`src/rtl/multicycle_sequencer_pkg.sv`:
```
// Shared definitions for the multicycle control sequencer and the existing
// instruction decoder: the 3-bit state encoding, the RV32 major opcode
// constants, and the alu_op / wb_sel encodings driven to the datapath.
package multicycle_sequencer_pkg;

  typedef enum logic [2:0] {
    ST_FETCH  = 3'd0,
    ST_DECODE = 3'd1,
    ST_EXEC   = 3'd2,
    ST_MEM    = 3'd3,
    ST_WB     = 3'd4,
    ST_HALT   = 3'd5
  } state_t;

  localparam logic [6:0] OP_RTYPE  = 7'b0110011;
  localparam logic [6:0] OP_IALU   = 7'b0010011;
  localparam logic [6:0] OP_LOAD   = 7'b0000011;
  localparam logic [6:0] OP_STORE  = 7'b0100011;
  localparam logic [6:0] OP_BRANCH = 7'b1100011;
  localparam logic [6:0] OP_JAL    = 7'b1101111;
  localparam logic [6:0] OP_LUI    = 7'b0110111;
  localparam logic [6:0] OP_SYSTEM = 7'b1110011;

  localparam logic [1:0] ALU_ADD   = 2'b00;
  localparam logic [1:0] ALU_CMP   = 2'b01;
  localparam logic [1:0] ALU_FUNCT = 2'b10;
  localparam logic [1:0] ALU_PASS  = 2'b11;

  localparam logic [1:0] WB_ALU = 2'b00;
  localparam logic [1:0] WB_MEM = 2'b01;
  localparam logic [1:0] WB_PC4 = 2'b10;

  function automatic logic is_legal_opcode(input logic [6:0] op);
    return (op == OP_RTYPE)  || (op == OP_IALU) || (op == OP_LOAD) ||
           (op == OP_STORE)  || (op == OP_BRANCH) || (op == OP_JAL) ||
           (op == OP_LUI)    || (op == OP_SYSTEM);
  endfunction

endpackage

```
`src/rtl/multicycle_sequencer_retire_counter.sv`:
```
// Retired-instruction counter.
// Ports:
//   clk    - clock
//   rst_n  - asynchronous active-low clear
//   inc_en - add one on the next rising edge (wraps modulo 2^CNT_W)
//   count  - current count
module retire_counter #(
  parameter int CNT_W = 32
) (
  input  logic             clk,
  input  logic             rst_n,
  input  logic             inc_en,
  output logic [CNT_W-1:0] count
);

  logic [CNT_W-1:0] count_q;
  logic [CNT_W-1:0] count_d;

  always_comb begin
    count_d = count_q;
    if (inc_en) count_d = count_q + {{(CNT_W-1){1'b0}}, 1'b1};
  end

  always_ff @(posedge clk or negedge rst_n) begin
    if (!rst_n) count_q <= '0;
    else        count_q <= count_d;
  end

  assign count = count_q;

endmodule

```
`src/rtl/multicycle_sequencer.sv`:
```
// Multicycle control sequencer: steps each instruction through
// FETCH -> DECODE -> EXEC -> (MEM) -> (WB) and drives the datapath controls.
// Ports:
//   clk, rst_n         - clock, asynchronous active-low reset
//   opcode             - instruction[6:0], sampled only in DECODE
//   mem_ready          - memory accepts/completes the request this cycle
//   branch_taken       - datapath compare result, used only in EXEC
//   mem_req, mem_we, addr_sel                  - memory interface controls
//   ir_write, pc_write, pc_sel                 - IR / PC update controls
//   alu_src, alu_op, reg_write, wb_sel         - datapath controls
//   illegal            - sticky: an undecodable opcode was seen
//   halted             - sequencer is in HALT (left only by reset)
//   retired            - count of completed instructions
//   state_dbg          - current FSM state, for observation only
//
// Memory handshake: mem_req is held high for the whole access; the access
// completes in the cycle where mem_req and mem_ready are both high, and the
// sequencer advances on that edge. mem_ready is ignored when mem_req is low.
module multicycle_sequencer
  import multicycle_sequencer_pkg::*;
#(
  parameter int CNT_W = 32
) (
  input  logic             clk,
  input  logic             rst_n,
  input  logic [6:0]       opcode,
  input  logic             mem_ready,
  input  logic             branch_taken,
  output logic             mem_req,
  output logic             mem_we,
  output logic             addr_sel,
  output logic             ir_write,
  output logic             pc_write,
  output logic             pc_sel,
  output logic             alu_src,
  output logic [1:0]       alu_op,
  output logic             reg_write,
  output logic [1:0]       wb_sel,
  output logic             illegal,
  output logic             halted,
  output logic [CNT_W-1:0] retired,
  output logic [2:0]       state_dbg
);

  state_t     state_q, state_d;
  logic [6:0] opcode_q, opcode_d;
  logic       illegal_q, illegal_d;
  logic       retire_inc;

  logic       mem_req_c, mem_we_c, addr_sel_c, ir_write_c, pc_write_c;
  logic       pc_sel_c, alu_src_c, reg_write_c, halted_c;
  logic [1:0] alu_op_c, wb_sel_c;

  always_comb begin
    state_d     = state_q;
    opcode_d    = opcode_q;
    illegal_d   = illegal_q;
    retire_inc  = 1'b0;
    mem_req_c   = 1'b0;
    mem_we_c    = 1'b0;
    addr_sel_c  = 1'b0;
    ir_write_c  = 1'b0;
    pc_write_c  = 1'b0;
    pc_sel_c    = 1'b0;
    alu_src_c   = 1'b0;
    alu_op_c    = ALU_ADD;
    reg_write_c = 1'b0;
    wb_sel_c    = WB_ALU;
    halted_c    = 1'b0;

    unique case (state_q)
      ST_FETCH: begin
        mem_req_c = 1'b1;
        if (mem_ready) begin
          // IR load and PC+4 update happen on the same accepting edge.
          ir_write_c = 1'b1;
          pc_write_c = 1'b1;
          state_d    = ST_DECODE;
        end
      end

      ST_DECODE: begin
        // Decisions here use the live opcode; later states use the copy.
        opcode_d = opcode;
        if (opcode == OP_SYSTEM) begin
          retire_inc = 1'b1;
          state_d    = ST_HALT;
        end else if (!is_legal_opcode(opcode)) begin
          illegal_d = 1'b1;
          state_d   = ST_HALT;
        end else begin
          state_d = ST_EXEC;
        end
      end

      ST_EXEC: begin
        alu_src_c = (opcode_q == OP_IALU) || (opcode_q == OP_LOAD) ||
                    (opcode_q == OP_STORE) || (opcode_q == OP_LUI);
        if ((opcode_q == OP_RTYPE) || (opcode_q == OP_IALU)) alu_op_c = ALU_FUNCT;
        else if (opcode_q == OP_BRANCH)                      alu_op_c = ALU_CMP;
        else if (opcode_q == OP_LUI)                         alu_op_c = ALU_PASS;

        case (opcode_q)
          OP_LOAD, OP_STORE: state_d = ST_MEM;
          OP_BRANCH: begin
            pc_write_c = branch_taken;
            pc_sel_c   = branch_taken;
            retire_inc = 1'b1;
            state_d    = ST_FETCH;
          end
          OP_JAL: begin
            pc_write_c = 1'b1;
            pc_sel_c   = 1'b1;
            state_d    = ST_WB;
          end
          default: state_d = ST_WB;
        endcase
      end

      ST_MEM: begin
        mem_req_c  = 1'b1;
        addr_sel_c = 1'b1;
        mem_we_c   = (opcode_q == OP_STORE);
        if (mem_ready) begin
          if (opcode_q == OP_STORE) begin
            retire_inc = 1'b1;
            state_d    = ST_FETCH;
          end else begin
            state_d = ST_WB;
          end
        end
      end

      ST_WB: begin
        reg_write_c = 1'b1;
        if (opcode_q == OP_LOAD)     wb_sel_c = WB_MEM;
        else if (opcode_q == OP_JAL) wb_sel_c = WB_PC4;
        retire_inc = 1'b1;
        state_d    = ST_FETCH;
      end

      ST_HALT: halted_c = 1'b1;

      default: state_d = ST_FETCH;
    endcase
  end

  always_ff @(posedge clk or negedge rst_n) begin
    if (!rst_n) begin
      state_q   <= ST_FETCH;
      opcode_q  <= '0;
      illegal_q <= 1'b0;
    end else begin
      state_q   <= state_d;
      opcode_q  <= opcode_d;
      illegal_q <= illegal_d;
    end
  end

  retire_counter #(.CNT_W(CNT_W)) u_retire_counter (
    .clk    (clk),
    .rst_n  (rst_n),
    .inc_en (retire_inc),
    .count  (retired)
  );

  // The reset state is FETCH, which would otherwise request memory while
  // reset is still held; gating the strobes keeps the bus quiet until release.
  assign mem_req   = mem_req_c   & rst_n;
  assign mem_we    = mem_we_c    & rst_n;
  assign ir_write  = ir_write_c  & rst_n;
  assign pc_write  = pc_write_c  & rst_n;
  assign reg_write = reg_write_c & rst_n;
  assign addr_sel  = addr_sel_c;
  assign pc_sel    = pc_sel_c;
  assign alu_src   = alu_src_c;
  assign alu_op    = alu_op_c;
  assign wb_sel    = wb_sel_c;
  assign halted    = halted_c;
  assign illegal   = illegal_q;
  assign state_dbg = state_q;

endmodule

```
`config.mk`:
```
export PLATFORM = sky130hd
export DESIGN_NAME = multicycle_sequencer
export DESIGN_NICKNAME = d
export VERILOG_FILES = /design/src/rtl/multicycle_sequencer_pkg.sv /design/src/rtl/multicycle_sequencer_retire_counter.sv /design/src/rtl/multicycle_sequencer.sv
export SDC_FILE = /design/constraint.sdc
export NUM_CORES = 1
export LEC_CHECK = 0
export ABC_AREA = 1
export CELL_PAD_IN_SITES_DETAIL_PLACEMENT = 1
export CELL_PAD_IN_SITES_GLOBAL_PLACEMENT = 1
export CORE_MARGIN = 5
export CORE_UTILIZATION = 23
export DETAILED_ROUTE_END_ITERATION = 7
export PLACE_DENSITY = 0.59
export SYNTH_ARGS = -nofsm -noshare
export SYNTH_HDL_FRONTEND = slang
export SYNTH_SLANG_ARGS = --single-unit
```
`constraint.sdc`:
```
create_clock -name clk -period 1.5 [get_ports clk]
set_input_delay 0.3 -clock clk [delete_from_list [all_inputs] [get_ports clk]]
set_output_delay 0.3 -clock clk [all_outputs]
set_load 0.005 [all_outputs]
```
Word-level counts from Yosys, hierarchy flattened
Cells that the tools add are included.
{"block": "word_totals", "out_inout_bits": 49, "word_cells": 81, "reg_bits": 43}
{"block": "op_classes", "n_eq_ne": 22, "n_addsub": 1, "mux": 30, "n_reduce_logical": 16, "n_bitwise": 8}
{"cell": "$eq 7x6->1 const B", "n": 6}
{"cell": "$eq 7x7->1 const B", "n": 5}
{"cell": "$add 32x1->32 const B", "n": 1}
{"cell": "$mux 3", "n": 5}
{"cell": "$pmux 3 s5", "n": 1}
{"cell": "$eq 7x2->1 const B", "n": 2}
{"cell": "$eq 7x5->1 const B", "n": 2}
{"cell": "$mux 2", "n": 7}
{"cell": "$mux 1", "n": 13}
{"cell": "$logic_or 1x1->1", "n": 11}
{"cell": "$eq 3x2->1 const B", "n": 2}
{"cell": "$eq 3x3->1 const B", "n": 2}
{"cell": "$pmux 3 s2", "n": 1}
{"cell": "$reduce_and 3->1", "n": 2}
{"cell": "$and 1x1->1", "n": 5}
{"cell": "$ne 2x2->1 const B", "n": 2}
{"cell": "$pmux 1 s2", "n": 2}
{"cell": "$pmux 1 s4", "n": 1}
{"cell": "$reduce_or 2->1", "n": 2}
{"cell": "$eq 3x1->1 const B", "n": 1}
{"cell": "$logic_not 3->1", "n": 1}
{"cell": "$not 1->1", "n": 3}

Depth between registers and ports, before layout
Gate-level depths: netlist (run 1).
{"block": "logic_depth", "ltp_word": 11, "ltp_mapped": 10, "mapped_depth_nobuf": 10}

Modules after synthesis
A second synthesis (run 1) with hierarchy kept.
{"block": "hier_totals", "hier_cells": 350, "area_unflattened_um2": 2577.5}
{"mod": "retire_counter", "instances": 1, "cells_each": 229, "seq_area_each_um2": 800.8, "area_each_um2": 1761.7}
{"mod": "multicycle_sequencer", "instances": 1, "cells_each": 121, "seq_area_each_um2": 275.3, "area_each_um2": 815.8}

Least setup slack after synthesis (run 1)
OpenSTA, ideal clock, no wires.
{"block": "synth_path", "path_type": "register to register", "startpoint": "reg u_retire_counter.count_q[0], in the netlist u_retire_counter.count[0]", "endpoint": "reg u_retire_counter.count_q[16], in the netlist u_retire_counter.count[16]", "period_less_slack_ps": 1479, "arrival_time_ps": 1414, "slack_ps": 21, "n_path_buf": 0, "required_ps": 1435, "setup_ps": 65, "stages_incl_launch_ff": 9, "path_cell_list": "dfrtp_1 -> ha_1 -> nand3_1 -> inv_1 -> nand2_1 -> nor2_1 -> xor2_1 -> nand2_1 -> nand2_1"}
{"block": "synth_via", "elab_chain_len": 1}
{"item": "from (decl)", "line_no": "multicycle_sequencer_retire_counter.sv:16", "rtl": "logic [CNT_W-1:0] count_q;"}
{"item": "from (signal assigned)", "line_no": "multicycle_sequencer_retire_counter.sv:26", "rtl": "else count_q <= count_d;"}
{"item": "$add 32x1->32", "line_no": "multicycle_sequencer_retire_counter.sv:21", "rtl": "if (inc_en) count_d = count_q + {{(CNT_W-1){1'b0}}, 1'b1};"}
Every way passes these cells.
A chain may end at the register's enable or synchronous reset.

Worst setup path after layout (run 1)
{"block": "layout_path", "startpoint": "reg state_q[2], in the netlist state_dbg[2]", "endpoint": "out alu_src"}
{"block": "layout_via", "elab_chain_len": 2}
{"item": "from (decl)", "line_no": "multicycle_sequencer.sv:45", "rtl": "state_t state_q, state_d;"}
{"item": "from (signal assigned)", "line_no": "multicycle_sequencer.sv:154", "rtl": "state_q <= state_d;"}
{"item": "$eq 3x2->1", "line_no": "multicycle_sequencer.sv:71", "rtl": "unique case (state_q)"}
{"item": "$mux 1", "line_no": "multicycle_sequencer.sv:71"}
{"item": "to (decl)", "line_no": "multicycle_sequencer.sv:35", "rtl": "output logic alu_src,"}
Every way passes these cells.

==> impl_metrics.py, run 1 <==
metrics = {
    "synth": {
        "synthSimpleGateAreaFrac_pct": 49.7,
        "yosys.area_share.xor_xnor_pct": 4.44,
        "yosysSeqAreaShare_pct": 36.4,
        "synth-edff-count": 0,
        "yosys.cell_types.count": 25,
        "compound_gate_fraction_of_synth_area_pct": 2.96,
        "synthesis.nets": 471,
        "synth-warning-count": 0,
        "syn_avg_cell_area_um2": 6.45,
        "mappedNetlistArea_um2": 2960,
        "ys_ff_latch": 43,
        "proportion_of_synthesized_flip_flops_having_asynchronous_set_or_reset_pct": 100,
        "postSynth.topFlopCell": "dfrtp_1",
        "synth_fa_ha_area_share_pct": 0.423,
        "synth_top_family_by_area": "simple AND/OR/NAND/NOR gates",
        "yosys-mux-area-fraction_pct": 0,
        "synthesis.instances": 459,
    },
    "status": {
        "outcome": "finished with violations",
        "violated_checks": "negative setup slack",
    },
    "pwr": {
        "power.sequential.fraction_pct": 24.6,
        "power.ir.vdd_worst_v": 0.000557,
        "p_switching_mw": 2.35,
        "static-leakage-power_nw": 2.78,
        "power.combinational.fraction_pct": 53.5,
        "switching_fraction_of_total_power_pct": 38.0,
        "share_clk_of_total_power_pct": 21.9,
        "power_density_nw_per_um2": 1120,
        "p_int_mw": 3.84,
    },
    "grt": {
        "antenna_found_initial": 0,
        "grt_max_degree": 44,
        "first_global_vias": 4107,
        "grt_first_pass_wirelength_um": 20900,
        "gr-total-overflow": 0,
        "grt.total_usage_pct": 17.8,
    },
    "timing": {
        "finalHoldViolCount": 0,
        "final.setup.tns_ps": -13420,
        "final_min_period_over_clock_period_pct": 127,
        "maxSlewViolCount": 0,
        "finClkSkew_ps": 9.31,
        "rsz_0062_raised_after_global_routing": "yes",
        "hold-worst-slack_ps": 144,
        "layout_setup_ws_ps": -403,
        "slew_headroom_pct": 58.9,
        "finalSetupViolations": 46,
        "final_period_minus_worst_setup_slack_ps": 1900,
        "timing.fmax_mhz": 525,
        "worst-slew-pin-transition_ps": 617,
    },
    "placement": {
        "placed_cells_incl_taps": 749,
        "globalplace.congestion": 0.859,
        "detailed_place_hpwl_um": 8610,
        "placement.io_buffers": 59,
    },
    "setup_path": {
        "worstPathArrival_ps": 1600,
        "endpoint_type_of_the_worst_setup_path": "primary output",
        "r2r_cells": 11,
        "r2r_slack_ps": -320,
        "crit_required_ps": 1200,
        "setup.worst_path.class": "reg2out",
        "worst-path-max-fanout": 3,
        "worstSetupStartpointType": "flop",
    },
    "final_layout": {
        "drive_above_1_share_pct": 39.5,
        "final_nets": 671,
        "post_layout_nonfiller_instances": 832,
        "flow.area_growth_from_synthesis_pct": 87.4,
        "diodes": 0,
        "finalCoreUtilization_pct": 44.0,
    },
    "drt": {
        "drc_marker_count_from_the_first_detailed_route_iteration": 100,
        "routed-via-count": 3773,
        "average_routed_wire_per_standard_cell_um": 16.1,
        "viasPerCell": 4.53,
        "routed_wirelength_um": 13400,
        "drt_pre_antenna_iters": 4,
        "final_antenna_net_count": 0,
        "remaining_drc_errors": 0,
    },
    "floorplanning": {
        "core_region_area_um2": 12600,
        "die_area_um2": 15200,
        "initial_core_util_pct": 23.4,
        "design.portCount": 60,
        "floorplan.rows": 41,
        "dieHeight_um": 123,
        "fp.dieW_um": 123,
    },
    "cts": {
        "tritoncts": "built",
        "cts_buffer_count": 5,
        "cts.sinks": 43,
        "cts_max_level": 2,
        "cts.clk_slew.worst_paths_ps": 70,
        "worst_skew_pair_later_pin_latency_ps": 310,
        "max-clock-path-buffers": 2,
        "clock_root_buffer": "clkbuf_16",
    },
    "min_path": {
        "min-delay-path-class": "in2async",
    },
    "job": {
        "drv_cap": 0,
    },
}
[logic make-up after synthesis]
logic type / after synthesis
and+or+nand+nor: 344
adders and majority gates: 1
buffers and inverters: 40
xor gates and xnor gates: 15
DFF: 43
AOI/OAI and AO/OA: 16
[synthesized netlist by cell type (all sizes together) (4+ instances only)]
| cell type | n | area (µm²) |
|---|---|---|
| nor3 | 6 | 52.6 |
| dfrtp | 43 | 1080 |
| nand3b | 15 | 113 |
| a21oi | 6 | 30.0 |
| xor2 | 9 | 78.8 |
| buf | 9 | 63.8 |
| nand2 | 210 | 796 |
| inv | 30 | 113 |
| nand3 | 44 | 220 |
| nand4 | 4 | 31.3 |
| xnor2 | 6 | 52.6 |
| nor2 | 65 | 259 |
| o21ai | 7 | 35.0 |
[final cells by class]
type	instances	area [µm²]
inverters	30	120
clock buffers	6	139
fillers	1580	7070
well taps	172	215
clock inverters	2	35.0
repair buffers	203	1880
multi-input cells	376	2070
flip-flops and latches	43	1100
[placed cells by master, fill, tap and decap left out, types with 16 or more instances in the layout]
| cell type | netlist | final |
|---|---|---|
| buf_6 | 3 | 27 |
| dlygate4sd2_1 | 0 | 18 |
| dfrtp_1 | 43 | 27 |
| nand3_1 | 44 | 17 |
| nor2_1 | 61 | 55 |
| dfrtp_2 | 0 | 16 |
| nand3_2 | 0 | 22 |
| buf_4 | 0 | 107 |
| inv_1 | 25 | 18 |
| nand2_1 | 209 | 193 |
| clkdlybuf4s50_1 | 0 | 20 |
[final timing paths]
kind / startpoint / end
worst max-delay path: state_dbg[2] / alu_src
worst min-delay path: rst_n / u_retire_counter.count[7]
worst max register to register: state_dbg[2] / u_retire_counter.count[14]
worst min register to register: illegal / illegal
max in group asynchronous: rst_n / u_retire_counter.count[14]
min in group clk: illegal / illegal
[metal layers]
layer  routed length, µm  vias to the layer above  track usage [%]
li1                    -                     1848                -
met1                5480                     1857             20.2
met2                7320                       55             33.7
met3                 402                       13             3.11
met4                 168                        0             5.05
met5                   0                        -                0
[registers in the layout (all words and copies together) (netlist names)]
signal and count:
opcode_q 7, state_dbg 3, u_retire_counter.count 32, illegal 1
[power groups by stage]
stage,Clock (mW),Combinational (mW),Sequential [mW]
final,1.36,3.31,1.53
after global routing,1.43,3.56,1.55
after CTS,1.38,2.83,1.49
after detailed placement,0,2.00,1.52
after global placement,0,1.97,1.51
after floorplan,0,0.852,1.55
[stage by stage]
step           power (mW)  cell area, µm²  setup WS, ps
2_1_floorplan        2.41            2960          21.0
3_3_place_gp         3.48            4260          -502
3_5_place_dp         3.52            4260          -509
4_1_cts              5.71            5240          -339
5_1_grt              6.54            5550          -504
6_report             6.20            5550          -403
[worst max-delay path: stages (launching register included)]
cell and delay [ps]:
dfrtp_1 400, buf_6 130, nor3_4 260, nand4_1 200, o21ai_2 170, buf_2 130
[repair_timing]
action	4_1_cts	5_1_grt
gates resized for setup	175	48
hold buffers	0	0
buffers inserted	62	14
gates cloned	3	2
endpoints found under the setup margin	80	53
pin swaps	26	24
Note: power is estimated with default switching activity, not from simulation.
==> run 2, diff against run 1 <==
Settings changed: CAP_MARGIN set to 20, CORE_MARGIN 5 to not set.
==> impl_metrics.py, run 2 (synthesized netlist as in run 1, its figures left out) <==
metrics = {
    "grt": {
        "first_global_vias": 4048,
        "gr-total-overflow": 0,
        "grt_first_pass_wirelength_um": 20600,
        "grt.total_usage_pct": 20.3,
        "grt_max_degree": 44,
        "global_route_met1_usage_pct": 23.3,
        "grt_util_met2_pct": 38.8,
        "globalRoute.busiestLayer": "met2",
        "antenna_found_initial": 0,
        "global_route.usage.met3_pct": 3.29,
    },
    "timing": {
        "finalHoldViolCount": 0,
        "finClkSkew_ps": 6.94,
        "worst-slew-pin-transition_ps": 607,
        "timing.fmax_mhz": 524,
        "slew_headroom_pct": 59.5,
        "final_period_minus_worst_setup_slack_ps": 1910,
        "maxSlewViolCount": 0,
        "finalSetupViolations": 46,
        "final_min_period_over_clock_period_pct": 127,
        "rsz_0062_raised_after_global_routing": "yes",
        "layout_setup_ws_ps": -408,
    },
    "setup_path": {
        "crit_path_frequent_cell": "buf_4",
        "endpoint_type_of_the_worst_setup_path": "primary output",
        "crit_path_top_delay_cell": "dfrtp_1",
        "crit_required_ps": 1200,
        "r2r_slack_ps": -380,
        "setup.worst_path.class": "reg2out",
        "r2r_cells": 14,
        "r2r-start": "opcode_q[5]",
        "worstReg2RegEnd": "u_retire_counter.count[3]",
        "worstSetupStartpointType": "flop",
        "timing.critical_path.cells": "buf_4 -> nand2_2 -> nor2_4 -> buf_4 -> buf_4 -> nand2_4 -> nand2_2 -> o21ai_2 -> buf_2",
        "worstPathArrival_ps": 1610,
        "worst-path-max-fanout": 3,
        "worst_path_buffer_plus_inverter_count": 4,
        "timing.critical_path.max_delay_family": "buffers and inverters",
        "critical-path-max-stage-delay_ps": 400,
    },
    "cts": {
        "hold_buffers": 0,
        "cts.clk_slew.worst_paths_ps": 60,
        "cts.sinks": 43,
        "cts_max_level": 2,
        "clock_root_buffer": "clkbuf_16",
        "tritoncts": "built",
        "worst_skew_pair_later_pin_latency_ps": 290,
        "cts_buffer_count": 5,
        "max-clock-path-buffers": 2,
    },
    "floorplanning": {
        "fp.dieW_um": 115,
        "dieHeight_um": 115,
        "core_region_area_um2": 12600,
        "die_area_um2": 13300,
        "initial_core_util_pct": 23.5,
        "floorplan.rows": 41,
        "design.portCount": 60,
    },
    "placement": {
        "place_worst_setup_slack_ps": -511,
        "placedInstanceArea_um2": 4270,
        "globalplace.congestion": 0.825,
        "detailed_place_hpwl_um": 8380,
        "placement.io_buffers": 59,
    },
    "final_layout": {
        "multiInputGateArea_um2": 2060,
        "drive_above_1_share_pct": 40.6,
        "final_nets": 662,
        "flow.area_growth_from_synthesis_pct": 83.5,
        "diodes": 0,
        "layout_commonest_cell": "nand2_1",
        "final.fill_count": 1559,
        "finalCoreUtilization_pct": 43.2,
        "mostFrequentLayoutCells": "nand2_1, buf_4, nor2_1",
        "finalInstanceArea_um2": 5430,
        "largest_register_ffs": 32,
        "area.sequential_um2": 1100,
    },
    "pwr": {
        "design_power_total_mw": 5.94,
        "power.ir.vdd_worst_v": 0.000510,
        "power_density_nw_per_um2": 1090,
        "static-leakage-power_nw": 2.75,
    },
    "drt": {
        "drt_pre_antenna_iters": 4,
        "remaining_drc_errors": 0,
        "final_antenna_net_count": 0,
        "routed_wirelength_um": 12500,
        "viasPerCell": 4.53,
        "routed-via-count": 3731,
        "drc_marker_count_from_the_first_detailed_route_iteration": 135,
        "average_routed_wire_per_standard_cell_um": 15.2,
    },
    "status": {
        "outcome": "finished with violations",
        "violated_checks": "negative setup slack",
    },
    "job": {
        "drv_cap": 0,
    },
    "min_path": {
        "min-delay-path-class": "in2async",
    },
}
==> run 2: repair_timing <==
| item | 4_1_cts | 5_1_grt |
|---|---|---|
| gates resized for setup | 176 | 44 |
| pin swaps | 57 | 30 |
| buffers inserted | 56 | 11 |
| endpoints found under the setup margin | 81 | 52 |
| cloned | 4 | 0 |
==> run 2: stage by stage <==
stage / hold WS (ps) / TNS (ps) / instances
6_report: 164 / -13680 / 823
5_1_grt: 218 / -16940 / 823
4_1_cts: 186 / -12190 / 817
3_5_place_dp: 461 / -16750 / 750
3_3_place_gp: 446 / -15530 / 750
2_1_floorplan: 4.41 / 0 / 459
==> run 2: worst max-delay path by stage <==
stage | startpoint | end | slack, ps | cells past startpoint
final | opcode_q[5] | alu_op[1] | -410 | 9
after global routing | opcode_q[5] | alu_src | -470 | 9
after CTS | opcode_q[5] | alu_src | -390 | 9
after detailed placement | branch_taken | pc_write | -510 | 6
after global placement | branch_taken | pc_write | -500 | 6
after floorplan | u_retire_counter.count[0] | u_retire_counter.count[16] | 20 | 8
==> run 2: layout make-up <==
type / instances / share of cell area [%]
repair buffers: 194 / 32.7
well taps: 172 / 3.96
clock buffers: 8 / 2.88
flip-flops and latches: 43 / 20.2
multi-input cells: 376 / 38.0
inverters: 30 / 2.21
==> run 2: power breakdown <==
part,switching (mW),internal (mW)
combinational,1.58,1.64
sequential,0.180,1.34
clock,0.482,0.711
==> run 2: metal layers <==
layer / vias up / part of all wire [%]
li1: 1827 / -
met1: 1841 / 42
met2: 48 / 54
met3: 15 / 2.2
met4: 0 / 1.5
met5: - / 0
